File: config.mk
export PLATFORM = sky130hd
export DESIGN_NAME = clk_iq_div_seq_flat
export DESIGN_NICKNAME = d
export VERILOG_FILES = /design/src/rtl/clk_iq_pkg.sv /design/src/rtl/clk_iq_div_seq_if.sv /design/src/rtl/clk_iq_chk.sv /design/src/rtl/clk_iq_div_seq.sv /design/src/flat_wrapper.sv
export SDC_FILE = /design/constraint.sdc
export NUM_CORES = 1
export LEC_CHECK = 0
export CORE_MARGIN = 1.5
export CORE_UTILIZATION = 35
export CTS_BUF_LIST = sky130_fd_sc_hd__clkbuf_16
export DETAILED_ROUTE_END_ITERATION = 8
export GPL_ROUTABILITY_DRIVEN = 0
export SLEW_MARGIN = 20
export SYNTH_ARGS = -nofsm -noshare
export SYNTH_HDL_FRONTEND = slang
export SYNTH_SLANG_ARGS = --single-unit
File: constraint.sdc
create_clock -name i_cki -period 0.9 [get_ports i_cki]
set_input_delay 0.135 -clock i_cki [delete_from_list [all_inputs] [get_ports i_cki]]
set_output_delay 0.135 -clock i_cki [all_outputs]
set_load 0.1 [all_outputs]
File: src/rtl/clk_iq_pkg.sv
// clk_iq_pkg: shared state codes and divider-output bit indices for the I/Q divider sequencer
// No ports; imported by clk_iq_chk and clk_iq_div_seq.
package clk_iq_pkg;
  localparam logic [2:0] IDLE = 3'd0, HOLD = 3'd1, SETTLE = 3'd2, CHECK = 3'd3, RUN = 3'd4, FAIL = 3'd5;
  localparam int CKO_I = 0, CKO_Q = 1, CKO_IB = 2, CKO_QB = 3;
endpackage

File: src/rtl/clk_iq_div_seq_if.sv
// clk_iq_div_seq_if: control, feedback and status bundle between the system and the divider sequencer
// en/sync_req/cko_mon flow master->slave; div_rstn/cko_en/ready/err/retry_cnt flow slave->master.
interface clk_iq_div_seq_if;
  logic       en;
  logic       sync_req;
  logic [3:0] cko_mon;
  logic       div_rstn;
  logic       cko_en;
  logic       ready;
  logic       err;
  logic [1:0] retry_cnt;
  modport master(output en, sync_req, cko_mon, input div_rstn, cko_en, ready, err, retry_cnt);
  modport slave(input en, sync_req, cko_mon, output div_rstn, cko_en, ready, err, retry_cnt);
endinterface

File: src/rtl/clk_iq_chk.sv
// clk_iq_chk: compares the divider outputs against the expected phase and counts consecutive good samples
// i_cki/i_rst_n clock and active-low reset; i_cko divider outputs; i_ph expected I level;
// i_act counting enable; o_good sample matches; o_done this good sample completes the run of CHK_CYC.
module clk_iq_chk #(
  parameter int CHK_CYC = 16
) (
  input  logic       i_cki,
  input  logic       i_rst_n,
  input  logic [3:0] i_cko,
  input  logic       i_ph,
  input  logic       i_act,
  output logic       o_good,
  output logic       o_done
);
  import clk_iq_pkg::*;
  localparam int CW = $clog2(CHK_CYC);
  logic [CW-1:0] r_cnt;
  assign o_good = i_cko[CKO_I] == i_ph && i_cko[CKO_Q] == i_cko[CKO_I] &&
                  i_cko[CKO_IB] == !i_cko[CKO_I] && i_cko[CKO_QB] == !i_cko[CKO_Q];
  assign o_done = o_good && r_cnt == CW'(CHK_CYC - 1);
  always_ff @(posedge i_cki or negedge i_rst_n)
    if (!i_rst_n) r_cnt <= '0;
    else          r_cnt <= (i_act && o_good) ? r_cnt + 1'b1 : '0;
endmodule

File: src/rtl/clk_iq_div_seq.sv
// clk_iq_div_seq: start-up, alignment and health sequencer for the /2 I/Q clock divider
// i_cki divider input clock; i_rstn async active-low reset (release synchronised to i_cki);
// bus.slave carries en/sync_req/cko_mon in and div_rstn/cko_en/ready/err/retry_cnt out, all registered.
module clk_iq_div_seq #(
  parameter int SETTLE_CYC = 8,
  parameter int CHK_CYC    = 16,
  parameter int MAX_RETRY  = 3
) (
  input logic             i_cki,
  input logic             i_rstn,
  clk_iq_div_seq_if.slave bus
);
  import clk_iq_pkg::*;
  localparam int SW = $clog2(SETTLE_CYC);
  logic [1:0]    r_rst_sync;
  logic          w_rst_n;
  logic [2:0]    r_state, w_nxt, w_retry_st;
  logic [SW-1:0] r_scnt;
  logic [1:0]    r_retry;
  logic          r_ph, r_div_rstn, r_cko_en, r_ready, r_err;
  logic          w_good, w_done, w_bad;
  always_ff @(posedge i_cki or negedge i_rstn)
    if (!i_rstn) r_rst_sync <= '0;
    else         r_rst_sync <= {r_rst_sync[0], 1'b1};
  assign w_rst_n = r_rst_sync[1];
  clk_iq_chk #(.CHK_CYC(CHK_CYC)) u_chk (
    .i_cki  (i_cki),
    .i_rst_n(w_rst_n),
    .i_cko  (bus.cko_mon),
    .i_ph   (r_ph),
    .i_act  (r_state == CHECK),
    .o_good (w_good),
    .o_done (w_done)
  );
  assign w_retry_st = (r_retry == 2'(MAX_RETRY)) ? FAIL : HOLD;
  assign w_bad      = (r_state == CHECK || r_state == RUN) && !w_good;
  always_comb begin
    w_nxt = IDLE;
    case (r_state)
      IDLE:    w_nxt = HOLD;
      HOLD:    w_nxt = bus.sync_req ? SETTLE : HOLD;
      SETTLE:  w_nxt = (r_scnt == SW'(SETTLE_CYC - 1)) ? CHECK : SETTLE;
      CHECK:   w_nxt = !w_good ? w_retry_st : w_done ? RUN : CHECK;
      RUN:     w_nxt = !w_good ? w_retry_st : RUN;
      FAIL:    w_nxt = FAIL;
      default: w_nxt = IDLE;
    endcase
    if (!bus.en) w_nxt = IDLE;
  end
  // Outputs are decoded from the next state so they change on the same edge as the transition.
  // r_ph holds the expected I level for the coming edge: 0 for the first edge the divider runs.
  always_ff @(posedge i_cki or negedge w_rst_n)
    if (!w_rst_n) begin
      r_state    <= IDLE;
      r_scnt     <= '0;
      r_retry    <= '0;
      r_ph       <= 1'b0;
      r_div_rstn <= 1'b0;
      r_cko_en   <= 1'b0;
      r_ready    <= 1'b0;
      r_err      <= 1'b0;
    end else begin
      r_state    <= w_nxt;
      r_scnt     <= (r_state == SETTLE) ? r_scnt + 1'b1 : '0;
      r_retry    <= (w_nxt == IDLE) ? '0 : (w_bad && r_retry != 2'(MAX_RETRY)) ? r_retry + 1'b1 : r_retry;
      r_ph       <= r_div_rstn & ~r_ph;
      r_div_rstn <= w_nxt == SETTLE || w_nxt == CHECK || w_nxt == RUN;
      r_cko_en   <= w_nxt == RUN;
      r_ready    <= w_nxt == RUN;
      r_err      <= w_nxt == FAIL;
    end
  assign bus.div_rstn  = r_div_rstn;
  assign bus.cko_en    = r_cko_en;
  assign bus.ready     = r_ready;
  assign bus.err       = r_err;
  assign bus.retry_cnt = r_retry;
endmodule

File: src/flat_wrapper.sv
// flat-port wrapper written by rule: the top's interface ports become plain ports
module clk_iq_div_seq_flat import clk_iq_pkg::*;
#(
  parameter int SETTLE_CYC = 8,
  parameter int CHK_CYC    = 16,
  parameter int MAX_RETRY  = 3
)
  (i_cki, i_rstn, bus_en, bus_sync_req, bus_cko_mon, bus_div_rstn, bus_cko_en, bus_ready, bus_err, bus_retry_cnt);
  clk_iq_div_seq_if bus_i ();
  input logic i_cki;
  input logic i_rstn;
  input wire logic [$bits(bus_i.en)-1:0] bus_en;
  input wire logic [$bits(bus_i.sync_req)-1:0] bus_sync_req;
  input wire logic [$bits(bus_i.cko_mon)-1:0] bus_cko_mon;
  output wire logic [$bits(bus_i.div_rstn)-1:0] bus_div_rstn;
  output wire logic [$bits(bus_i.cko_en)-1:0] bus_cko_en;
  output wire logic [$bits(bus_i.ready)-1:0] bus_ready;
  output wire logic [$bits(bus_i.err)-1:0] bus_err;
  output wire logic [$bits(bus_i.retry_cnt)-1:0] bus_retry_cnt;
  assign bus_i.en = bus_en;
  assign bus_i.sync_req = bus_sync_req;
  assign bus_i.cko_mon = bus_cko_mon;
  assign bus_div_rstn = bus_i.div_rstn;
  assign bus_cko_en = bus_i.cko_en;
  assign bus_ready = bus_i.ready;
  assign bus_err = bus_i.err;
  assign bus_retry_cnt = bus_i.retry_cnt;
  clk_iq_div_seq #(.SETTLE_CYC(SETTLE_CYC), .CHK_CYC(CHK_CYC), .MAX_RETRY(MAX_RETRY)) u_core (.i_cki(i_cki), .i_rstn(i_rstn), .bus(bus_i));
endmodule
; ---- Yosys cells after proc, flatten, opt, wreduce, memory -nomap -nowiden
; Index checks and enable logic that the tools add are counted.
[word_totals]
regBits = 18
wordCells = 59
input_bits = 8
output_inout_bits = 6
[classes]
mux = 12
bitwise_logic = 2
reduce_logical = 16
eq_ne = 17
n_addsub = 3
[op_table]
columns = op, count
row1 = two-way mux 3 bit, 6
row2 = case mux 3 bit (6 select lines), 1
row3 = == test 3 bit (second input constant), 5
row4 = == test 3 x 2 -> 1 bit (second input constant), 4
row5 = logical AND 1 bit, 7
row6 = zero test 3 bit, 2
row7 = two-way mux 2 bit, 3
row8 = adder 4 x 1 -> 4 bit (second input constant), 1
row9 = == test 1 bit, 4
row10 = == test 4 bit (second input constant), 1
row11 = two-way mux 4 bit, 1
row12 = adder 3 x 1 -> 3 bit (second input constant), 1
row13 = == test 3 x 1 -> 1 bit (second input constant), 1
row14 = zero test 1 bit, 3
row15 = logical OR 1 bit, 3
row16 = adder 2 x 1 -> 2 bit (second input constant), 1
row17 = == test 2 bit (second input constant), 1
row18 = != test 2 bit (second input constant), 1
row19 = nonzero test 2 bit, 1
row20 = bitwise AND 1 bit, 1
row21 = two-way mux 1 bit, 1
row22 = NOT 1 bit, 1

; ---- Logic depth before layout (Yosys ltp)
[logic_depth]
word_depth = 12
depth_mapped = 6
depth_no_buf = 6

; ---- Hierarchy
; Synthesis repeated with hierarchy kept, for this count alone.
[hier_totals]
cells_unflattened = 77
hier_area_um2 = 889.6
[modules_own_cells]
columns = mod, area_per_inst_um2, n_inst, cells_each, seq_area_each_um2
row1 = clk_iq_div_seq, 669.4, 1, 60, 350.3
row2 = clk_iq_chk, 220.2, 1, 17, 100.1

; ---- Least setup slack after synthesis
; OpenSTA, ideal clock, no wires.
[synth_timing]
kind = reg2reg
startpoint = reg u_core.r_retry[1], in the netlist u_core.bus.retry_cnt[1]
endpoint = reg u_core.r_retry[0], in the netlist u_core.bus.retry_cnt[0]
setup_time_ns = 0.080
path_slack_ns = -0.762
arrival_time_ns = 1.582
n_path_buf = 0
required_time_ns = 0.820
synth_period_minus_slack_ns = 1.662
path_stages_with_launch = 4
cell_sequence = dfrtp_1 ha_1 nand3b_2 mux2i_1
[synth_via]
elab_chain_len = 7
word_cells_on_any_way = 11
classes_between = eq/ne (2) / mux (6) / reduce/logical (3)
[synth_rtl]
columns = item, line
row1 = from (decl), clk_iq_div_seq.sv:19  ; logic [1:0] r_retry;
row2 = from (signal assigned), clk_iq_div_seq.sv:65  ; r_retry <= (w_nxt == IDLE) ? '0 : (w_bad && r_retry != 2'(MAX_RETRY)) ? r_retry + 1'b1 : r_retry;
row3 = == test 2 bit, clk_iq_div_seq.sv:35  ; assign w_retry_st = (r_retry == 2'(MAX_RETRY)) ? FAIL : HOLD;
row4 = two-way mux 3 bit, clk_iq_div_seq.sv:35
row5 = two-way mux 3 bit (on tied branches), "clk_iq_div_seq.sv:44, clk_iq_div_seq.sv:43"
row6 = case mux 3 bit (6 select lines), clk_iq_div_seq.sv:39  ; case (r_state)
row7 = two-way mux 3 bit, clk_iq_div_seq.sv:48  ; if (!bus.en) w_nxt = IDLE;
row8 = zero test 3 bit, clk_iq_div_seq.sv:65
row9 = two-way mux 2 bit / nonzero test 2 bit (equally long branches), n/a
; Parallel ways exist; a longest one is shown, timed or not.
; A chain may end at the register's enable or synchronous reset.

; ---- Worst setup path in the final report
[layout_timing]
startpoint = reg u_core.r_ph
endpoint = reg u_core.r_retry[1], in the netlist u_core.bus.retry_cnt[1]
[layout_via]
elab_chain_len = 11
word_cells_on_any_way = 16
classes_between = eq/ne (1) / mux (6) / reduce/logical (9)
[layout_rtl]
columns = item, line
row1 = from (decl), clk_iq_div_seq.sv:20  ; logic r_ph, r_div_rstn, r_cko_en, r_ready, r_err;
row2 = from (signal assigned), clk_iq_div_seq.sv:66  ; r_ph <= r_div_rstn & ~r_ph;
row3 = == test 1 bit *, clk_iq_chk.sv:18  ; assign o_good = i_cko[CKO_I] == i_ph && i_cko[CKO_Q] == i_cko[CKO_I] &&
row4 = logical AND 1 bit * (2 in a row), clk_iq_chk.sv:18
row5 = logical AND 1 bit *, clk_iq_chk.sv:19  ; i_cko[CKO_IB] == !i_cko[CKO_I] && i_cko[CKO_QB] == !i_cko[CKO_Q];
row6 = logical AND 1 bit, clk_iq_chk.sv:20  ; assign o_done = o_good && r_cnt == CW'(CHK_CYC - 1);
row7 = two-way mux 3 bit (2 in a row), clk_iq_div_seq.sv:43  ; CHECK: w_nxt = !w_good ? w_retry_st : w_done ? RUN : CHECK;
row8 = case mux 3 bit (6 select lines), clk_iq_div_seq.sv:39
row9 = two-way mux 3 bit, clk_iq_div_seq.sv:48
row10 = zero test 3 bit, clk_iq_div_seq.sv:65
row11 = two-way mux 2 bit / nonzero test 2 bit (equally long branches), n/a
; Every way passes the cells marked *; elsewhere a longest branch is shown, timed or not.

==> reports/metrics.cfg <==
[global_routing]
grt_start_max_net_pins = 17
grt_pass1_vias = 699
grt_pass1_wl_mm = 2.90
use_met2 = 0.256
grt.overflow.total = 0
busiest_layer = met2
track_usage = 0.146
antenna_found_initial = 0
grt_use_met1 = 0.170
grtUsageMet3 = 0.0371

[pwr]
total_power_mw = 2.03
p_comb_frac = 0.138
power_frac_seq = 0.423
power_density_mw_per_mm2 = 1430
vdd.ir_drop.worst_v = 0.00144
p_sw_uw = 461
intPower_mw = 1.57
p_sw_frac = 0.227
p_leak_nw = 0.664
clkPwrFrac = 0.439

[logic_synthesis]
synth_area_leaders = dfrtp_1, ha_1, nor2_1
ys_seq_area_frac = 0.522
syn_inst = 77
yosysMostFrequentCell = dfrtp_1
ys.flop_type = dfrtp_1
synth_area_um2 = 863
synth_common_cells = dfrtp_1, nor2_1, nand2_1
ys_warn_count = 0
synth_top_area_share = 0.522
synth_top_area_cell = dfrtp_1
ys_async_sr_fraction = 1.00
ys_seq_elements = 18
avgSynthCellArea_um2 = 11.2
synth_edf_count = 0
synth_nets = 89
ys_types = 30

[finish]
area_growth_pct = 64.8
nNetsFinal = 126
layout-drive-gt1-share = 0.451
utilization = 0.625
fillers = 183
n_antenna_cell = 0

[die]
design.core.area_mm2 = 0.00228
die_h_um = 52.7
io_pins = 14
initial_utilization = 0.379
die_w_um = 52.7
rows = 17
die_area_mm2 = 0.00277

[worst_setup_path]
rr_worst_depth = 4
r2r_end = u_core.bus.retry_cnt[1]
arrival_ns = 1.74
path_cells = or4b_4, mux2_4, nand3b_4, mux2i_1
crit_required_ns = 1.07
crit_type = reg2reg
ff2ff_setup_slack_ns = -0.67
cp_slowest_cell = or4b_4
startpoint_type = flop
cpPeakStageDelay_ns = 0.52
reg2reg_from = u_core.r_ph
critical_path.max_fanout = 3
critPathCaptureType = flop

[cts]
cts_tree = done
cts_buffers = 3
cts.path.max_buffers = 2
clkSlewWorstSetupHoldPaths_ns = 0.05
cts-htree-levels = 1
numClockSinks = 18
ctsHoldBuffers = 0
root_buffer = clkbuf_16
clk_latency_ns = 0.25

[routing]
dr_total_vias = 670
viasPerCell = 4.75
dr.pass1.iters = 4
avgRoutedWirePerCell_um = 12.5
initialDrtViolationCount = 9
postRouteAntennaNets = 0
drc = 0
wl_mm = 1.77

[sta]
period_needed_ns = 1.57
timing.final.crit_share = 1.75
setup_viol = 21
rsz0062_at_grt = true
slew_viol_final = 0
timing.fmax_mhz = 636
fin_worst_skew_ns = 0.000906
setup_ws_ns = -0.672
hold_viol = 0

[outcome]
violations = setup timing
outcome = finished, violations left

[run]
maxCapViolCount = 0

[placed_design]
dp_slack_ns = -0.892
numPortBuffers = 13
place_hpwl_mm = 1.26

[hold_path]
min_path_type = in2async

## state kept, by name, summed over array words and instances (netlist names)
name                  count
u_core.r_rst_sync         2
u_core.bus.retry_cnt      2
u_core.r_state            3
u_core.bus.div_rstn       1
u_core.bus.err            1
u_core.r_scnt             3
u_core.bus.cko_en         1
u_core.u_chk.r_cnt        4
u_core.r_ph               1
## layout make-up
| type | instances | area, um^2 | area share |
|---|---|---|---|
| multi-input cells | 57 | 475 | 0.334 |
| well taps | 28 | 35.0 | 0.0246 |
| inverters | 1 | 3.75 | 0.00264 |
| clock inverters | 1 | 3.75 | 0.00264 |
| clock buffers | 3 | 75.1 | 0.0528 |
| flip-flops and latches | 18 | 463 | 0.325 |
| repair buffers | 33 | 367 | 0.258 |
## worst max-delay path, delay by kind of cell (launching register included)
kind	cells	cell delay, ns
flops	1	0.38
simple gates	2	0.61
mux	2	0.50
## how the worst max path moves through the flow
stage	slack (ns)	endpoint	cells past startpoint	startpoint
after floorplan	-0.59	u_core.bus.retry_cnt[0]	4	u_core.r_ph
after global placement	-0.85	u_core.bus.retry_cnt[1]	5	bus_cko_mon[1]
after detailed placement	-0.89	u_core.bus.retry_cnt[1]	5	bus_cko_mon[1]
after CTS	-0.66	u_core.bus.retry_cnt[1]	4	u_core.r_ph
after global routing	-0.71	u_core.bus.retry_cnt[1]	4	u_core.r_ph
final	-0.67	u_core.bus.retry_cnt[1]	4	u_core.r_ph
## power by group through the flow
stage / combinational [mW] / clock (mW) / sequential (mW)
global route: 0.300 / 0.944 / 0.860
detailed placement: 0.235 / 0 / 0.871
global placement: 0.232 / 0 / 0.870
floorplan: 0.0711 / 0 / 0.918
CTS: 0.268 / 0.918 / 0.858
finish: 0.280 / 0.893 / 0.859
## layout by cell type (no fill, tap or decap), types with 3 or more instances in the layout
cell type,instances
nand2_1,6
dfrtp_2,4
clkbuf_16,3
buf_12,6
nand3b_1,3
buf_4,13
nor2_1,8
buf_6,7
clkdlybuf4s50_1,7
dfrtp_1,12
a21oi_1,4
## per-layer routing
layer  wire length, um  vias to the layer above
met5                 0                        -
met4                28                        0
met3                53                        3
met2               938                       11
met1               747                      318
li1                  -                      338
## kinds of logic after synthesis
family                   synth area share
AO/OA/AOI/OAI                      0.0899
XOR/XNOR                           0.0203
adder cells (fa/ha/maj)            0.0580
buffers and inverters              0.0130
flip-flops                          0.522
multiplexers                       0.0565
other                             0.00434
AND/OR/NAND/NOR                     0.236
## repair_timing
action | in CTS | in global routing
buffers inserted | 3 | 0
resized for setup | 11 | 9
pin swaps | 3 | 5
setup endpoints to repair | 21 | 21
## per-stage QoR
step           cells  hold slack, ns  setup TNS, ns  cell area, um^2
2_1_floorplan     77          -0.161          -6.16              898
3_3_place_gp     134           0.184         -10.32             1230
3_5_place_dp     134           0.182         -10.65             1230
4_1_cts          141          0.0368          -8.57             1390
5_1_grt          141          0.0531          -9.15             1420
6_report         141          0.0420          -8.38             1420
(Power assumes the default switching activity.)
==> edit 1: new RTL, same flow settings <==
`HOLD`: 3'd1 -> 3'd0.
--- a/src/rtl/clk_iq_pkg.sv
+++ b/src/rtl/clk_iq_pkg.sv
@@ -1,7 +1,7 @@
 // clk_iq_pkg: shared state codes and divider-output bit indices for the I/Q divider sequencer
 // No ports; imported by clk_iq_chk and clk_iq_div_seq.
 package clk_iq_pkg;
-  localparam logic [2:0] IDLE = 3'd0, HOLD = 3'd1, SETTLE = 3'd2, CHECK = 3'd3, RUN = 3'd4, FAIL = 3'd5;
+  localparam logic [2:0] IDLE = 3'd0, HOLD = 3'd0, SETTLE = 3'd2, CHECK = 3'd3, RUN = 3'd4, FAIL = 3'd5;
   localparam int CKO_I = 0, CKO_Q = 1, CKO_IB = 2, CKO_QB = 3;
 endpackage
 
Check against the original RTL: not equivalent (a bounded check fails within 10 cycles, from zero or initial values and one cycle with i_rstn low).
==> edit 1 against the original RTL <==
  * The flow still finishes with violations (negative setup slack)
  * Synthesized area is 4.3% lower
  * Fmax is 4.6% higher
  * Cell area is 1.6% lower
  * Non-clock buffer count is 1 higher
  * Sequential cell count stayed put
  * Clock skew hardly changed
  * Worst setup slack better by 0.069 ns
  * Routed wire length is 1.8% higher
  * Critical path type unchanged
  * Critical endpoint unchanged
Power is not compared: it rests on default switching activity, and its combinational part moved more than twofold at a synthesized area within 25%.
==> edit 1: results (changes against the original RTL) <==
- Status: complete, but fails checks
- Failing checks: negative setup slack
- Clock network area share: 0.0563 (+0.000891)
- Non-filler cells, final: 136 (-3.5%)
- Avg Inst Size Synth: 11.5 um^2 (+2.3%)
- Multi-input gate count: 49 (-14%)
- Final instance area: 1400 um^2 (-1.6%)
- Multi-input logic area: 453 um^2 (-4.7%)
- Hold WS: 0.0499 ns (+0.00786 ns)
- NonClk Buf Share: 0.254 (-0.00390)
- Register-to-Register Path Depth: 5 (+1)
- Crit Path Max Fanout: 5 (+2)
- Final WL: 1800 um (+1.8%)
- Clock Skews: 0.00106 ns (+0.000153 ns)
- CTS root buf: clkbuf_16
- R2R Path Start: u_core.r_state[2]$_DFF_PN0_
- Setup-failing EPs final: 21 (unchanged)
- Arrival @ worst endpoint: 1.67 ns (-0.07 ns)
- Vias: 663 (-1.0%)
- Internal: 0.00144 W
- Seq/Total Area, Yosys: 0.545 (+0.0237)
- Bufs w/o clock: 34 (+3.0%)
- First-pass GRT wire length: 3060 um (+5.7%)
- Fin Setup TNS: -6.93 ns (+1.45 ns)
- Final setup margin: -0.603 ns (+0.0691 ns)
- Post-place setup slack: -0.807 ns (+0.0853 ns)
- Detailed Routing Iterations Pass 1: 3 (-1)
- Layout cells sized above 1: 0.537 (+0.0857)
- Nonclk inv count: 3 (+2)
- DP Area: 1220 um^2 (-0.91%)
- Register share of the cell area: 0.333 (+0.00792)
- Post-Syn Nets: 84 (-5.6%)
- Final Net Count: 121 (-4.0%)
- Post-synth top cells: 18 x dfrtp_1, 5 x nor2_1, 4 x a21oi_1, 4 x ha_1
- Inst Count DP: 129 (-3.7%)
- GR Util All Layers: 0.158 (+0.0123)
- DRT iter0 DRCs: 5 (-4)
- PortBufs: 12 (-1)
- Fill count: 182 (-0.55%)
- Vias in the first global route: 705 (+0.86%)
## edit 1: timing repair
item,in CTS,in global routing
setup endpoints to repair,21,21
gates resized for setup,18,6
pin swaps,8,8
setup buffers,4,2
hold buffers,0,0
hold endpoints to repair,0,0
gates cloned,0,0
## edit 1: cells by family (layout without fill, tap and decap cells)
logic type	Yosys count	in the layout	share of synthesized area
and+or+nand+nor	27	27	0.198
DFF	18	18	0.545
AOI/OAI and AO/OA	12	12	0.0909
buffers and inverters	5	41	0.0288
adders and majority gates	4	4	0.0606
xor gates and xnor gates	3	3	0.0318
muxes	2	2	0.0394
other	1	1	0.00454
## edit 1: critical path, cell delays in order (launching register included)
cell	delay, ns
dfrtp_1	0.39
and2b_1	0.23
and2_4	0.18
nand2_1	0.05
a311o_1	0.43
a21oi_1	0.15
## edit 1: metal layers
layer  part of all wire  GRT usage  up-vias
li1                   -          -      322
met2               0.54      0.265        7
met1               0.43      0.195      330
met5                  0          0        -
met3              0.019     0.0287        4
met4              0.016     0.0789        0
==> edit 2: new RTL, same flow settings <==
Without the edit above. Make the reset (`i_rst_n`, `i_rstn` and `w_rst_n`) synchronous in 3 clocked blocks. Comments in the files are not updated.
--- a/src/rtl/clk_iq_chk.sv
+++ b/src/rtl/clk_iq_chk.sv
@@ -18,7 +18,7 @@
   assign o_good = i_cko[CKO_I] == i_ph && i_cko[CKO_Q] == i_cko[CKO_I] &&
                   i_cko[CKO_IB] == !i_cko[CKO_I] && i_cko[CKO_QB] == !i_cko[CKO_Q];
   assign o_done = o_good && r_cnt == CW'(CHK_CYC - 1);
-  always_ff @(posedge i_cki or negedge i_rst_n)
+  always_ff @(posedge i_cki)
     if (!i_rst_n) r_cnt <= '0;
     else          r_cnt <= (i_act && o_good) ? r_cnt + 1'b1 : '0;
 endmodule
--- a/src/rtl/clk_iq_div_seq.sv
+++ b/src/rtl/clk_iq_div_seq.sv
@@ -19,7 +19,7 @@
   logic [1:0]    r_retry;
   logic          r_ph, r_div_rstn, r_cko_en, r_ready, r_err;
   logic          w_good, w_done, w_bad;
-  always_ff @(posedge i_cki or negedge i_rstn)
+  always_ff @(posedge i_cki)
     if (!i_rstn) r_rst_sync <= '0;
     else         r_rst_sync <= {r_rst_sync[0], 1'b1};
   assign w_rst_n = r_rst_sync[1];
@@ -49,7 +49,7 @@
   end
   // Outputs are decoded from the next state so they change on the same edge as the transition.
   // r_ph holds the expected I level for the coming edge: 0 for the first edge the divider runs.
-  always_ff @(posedge i_cki or negedge w_rst_n)
+  always_ff @(posedge i_cki)
     if (!w_rst_n) begin
       r_state    <= IDLE;
       r_scnt     <= '0;
Behaviour: differs if i_rstn is asserted again (counterexample within 10 cycles, from zero or initial values and one cycle with i_rstn low); with i_rstn held inactive, the same outputs for 10 cycles.
==> edit 2 against the original RTL <==
  * The flow still finishes with violations (negative setup slack)
  * Global-route usage increased by 1.5 points
  * Synthesized area is 9.1% lower
  * Routed wire length rose by 0.40%
  * Sequential cell count unchanged
  * Worst setup slack lost 0.18 ns
  * Via count is 3.1% higher
  * Synthesized cell count grew 3.9%
  * Clock skew increased by 0.00083 ns
  * Cell area down 4.3%
Power is not compared: it rests on default switching activity, and its combinational part moved more than twofold at a synthesized area within 25%.
==> edit 2: results (changes against the original RTL) <==
- Clock Skews: 0.00174 ns (+0.000832 ns)
- Top_reg_cell synth: dfxtp_1
- Non-filler cells, final: 145 (+2.8%)
- Status: complete, but fails checks
- First-pass GRT wire length: 2980 um (+2.8%)
- Hold crit path type: primary input to flop
- Async set or reset register ratio after synthesis: 0 (-1.00)
- Met3 wire len: 117 um (+120%)
- Post-synth top cells: 18 x dfxtp_1, 12 x nor2_1, 5 x and2_1
- Avg Inst Size Synth: 9.81 um^2 (-13%)
- Die W: 50.3 um (-4.4%)
- Met1 WL: 779 um (+4.3%)
- Seq/Total Area, Yosys: 0.459 (-0.0624)
- DRT iter0 DRCs: 13 (+4)
- Via/cell ratio: 4.77 (+0.29%)
- WL/cell: 12.2 um (-2.4%)
- Layout cells sized above 1: 0.475 (+0.0232)
- GR Util All Layers: 0.161 (+0.0151)
- Synth area leaders: dfxtp_1 46%, ha_1 6.4%, nor2_1 5.7%
- Setup-failing EPs final: 20 (-4.8%)
- Inst Count DP: 137 (+2.2%)
- Largest net degree at the start of global routing: 11 (-6)
- WL met2: 855 um (-8.8%)
- Fin Setup TNS: -9.84 ns (-1.46 ns)
- Failing checks: negative setup slack
- Final setup margin: -0.854 ns (-0.182 ns)
## edit 2: changes by cell type after synthesis, moves of 2 or more
cell      before  now
and3_1         2    0
and2_1         3    5
nor2_1        10   12
clkbuf_1       0    2
dfxtp_1        0   18
nand3_1        1    4
nand2_1        7    3
dfrtp_1       18    0
inv_1          1    3
a311o_1        0    2
a21oi_1        4    1
## edit 2: final cells by class
class                   instances  area, um^2
repair buffers                 37         385
clock buffers                   3        75.1
inverters                       3        11.3
well taps                      27        33.8
multi-input cells              56         472
clock inverters                 1        3.75
flip-flops and latches         18         380
fillers                       181         681
## edit 2: critical path: stages, from the launching register on
cell	delay, ns
dfxtp_2	0.32
or4b_4	0.54
mux2i_4	0.23
a41oi_2	0.15
a311oi_2	0.33
nor2_1	0.07
## edit 2: through the flow
stage               instance area, um^2  power (W)
global placement                   1190   0.000914
floorplan                           841   0.000857
CTS                                1360    0.00183
finish                             1360    0.00182
global route                       1360    0.00189
detailed placement                 1190   0.000915
## edit 2: kinds of logic after synthesis
family,synth area share
AO/OA/AOI/OAI,0.104
adder cells (fa/ha/maj),0.0638
buffers and inverters,0.0335
flip-flops,0.459
XOR/XNOR,0.0335
AND/OR/NAND/NOR,0.265
multiplexers,0.0415
## edit 2: path summary, 6_finish.rpt
check                              start                           end  slack, ns  depth (start not counted)
max               u_core.r_ph$_SDFF_PN0_  u_core.r_state[0]$_SDFF_PN0_      -0.85                          5
min                               i_rstn  u_core.r_rst_sync[0]$_DFF_P_       0.35                          1
max reg2reg       u_core.r_ph$_SDFF_PN0_  u_core.r_state[0]$_SDFF_PN0_      -0.85                          5
min reg2reg  u_core.r_scnt[0]$_SDFF_PN0_   u_core.r_scnt[0]$_SDFF_PN0_       0.42                          1
## edit 2: what timing repair did
action | 4_1_cts | 5_1_grt
setup buffers | 4 | 0
pin swaps | 7 | 3
resized for setup | 15 | 2
setup endpoints to repair | 20 | 21
## edit 2: routing by layer
layer  vias up  GRT usage
li1        352          -
met2        18      0.272
met5         -          0
met3         2     0.0655
met1       319      0.178
met4         0     0.0676
## edit 2: power by group through the flow
stage / registers, W / clock network [W] / logic [W]
global placement: 0.000819 / 0 / 0.0000950
CTS: 0.000804 / 0.000915 / 0.000114
finish: 0.000804 / 0.000901 / 0.000115
detailed placement: 0.000819 / 0 / 0.0000960
global route: 0.000804 / 0.000962 / 0.000124
floorplan: 0.000821 / 0 / 0.0000352
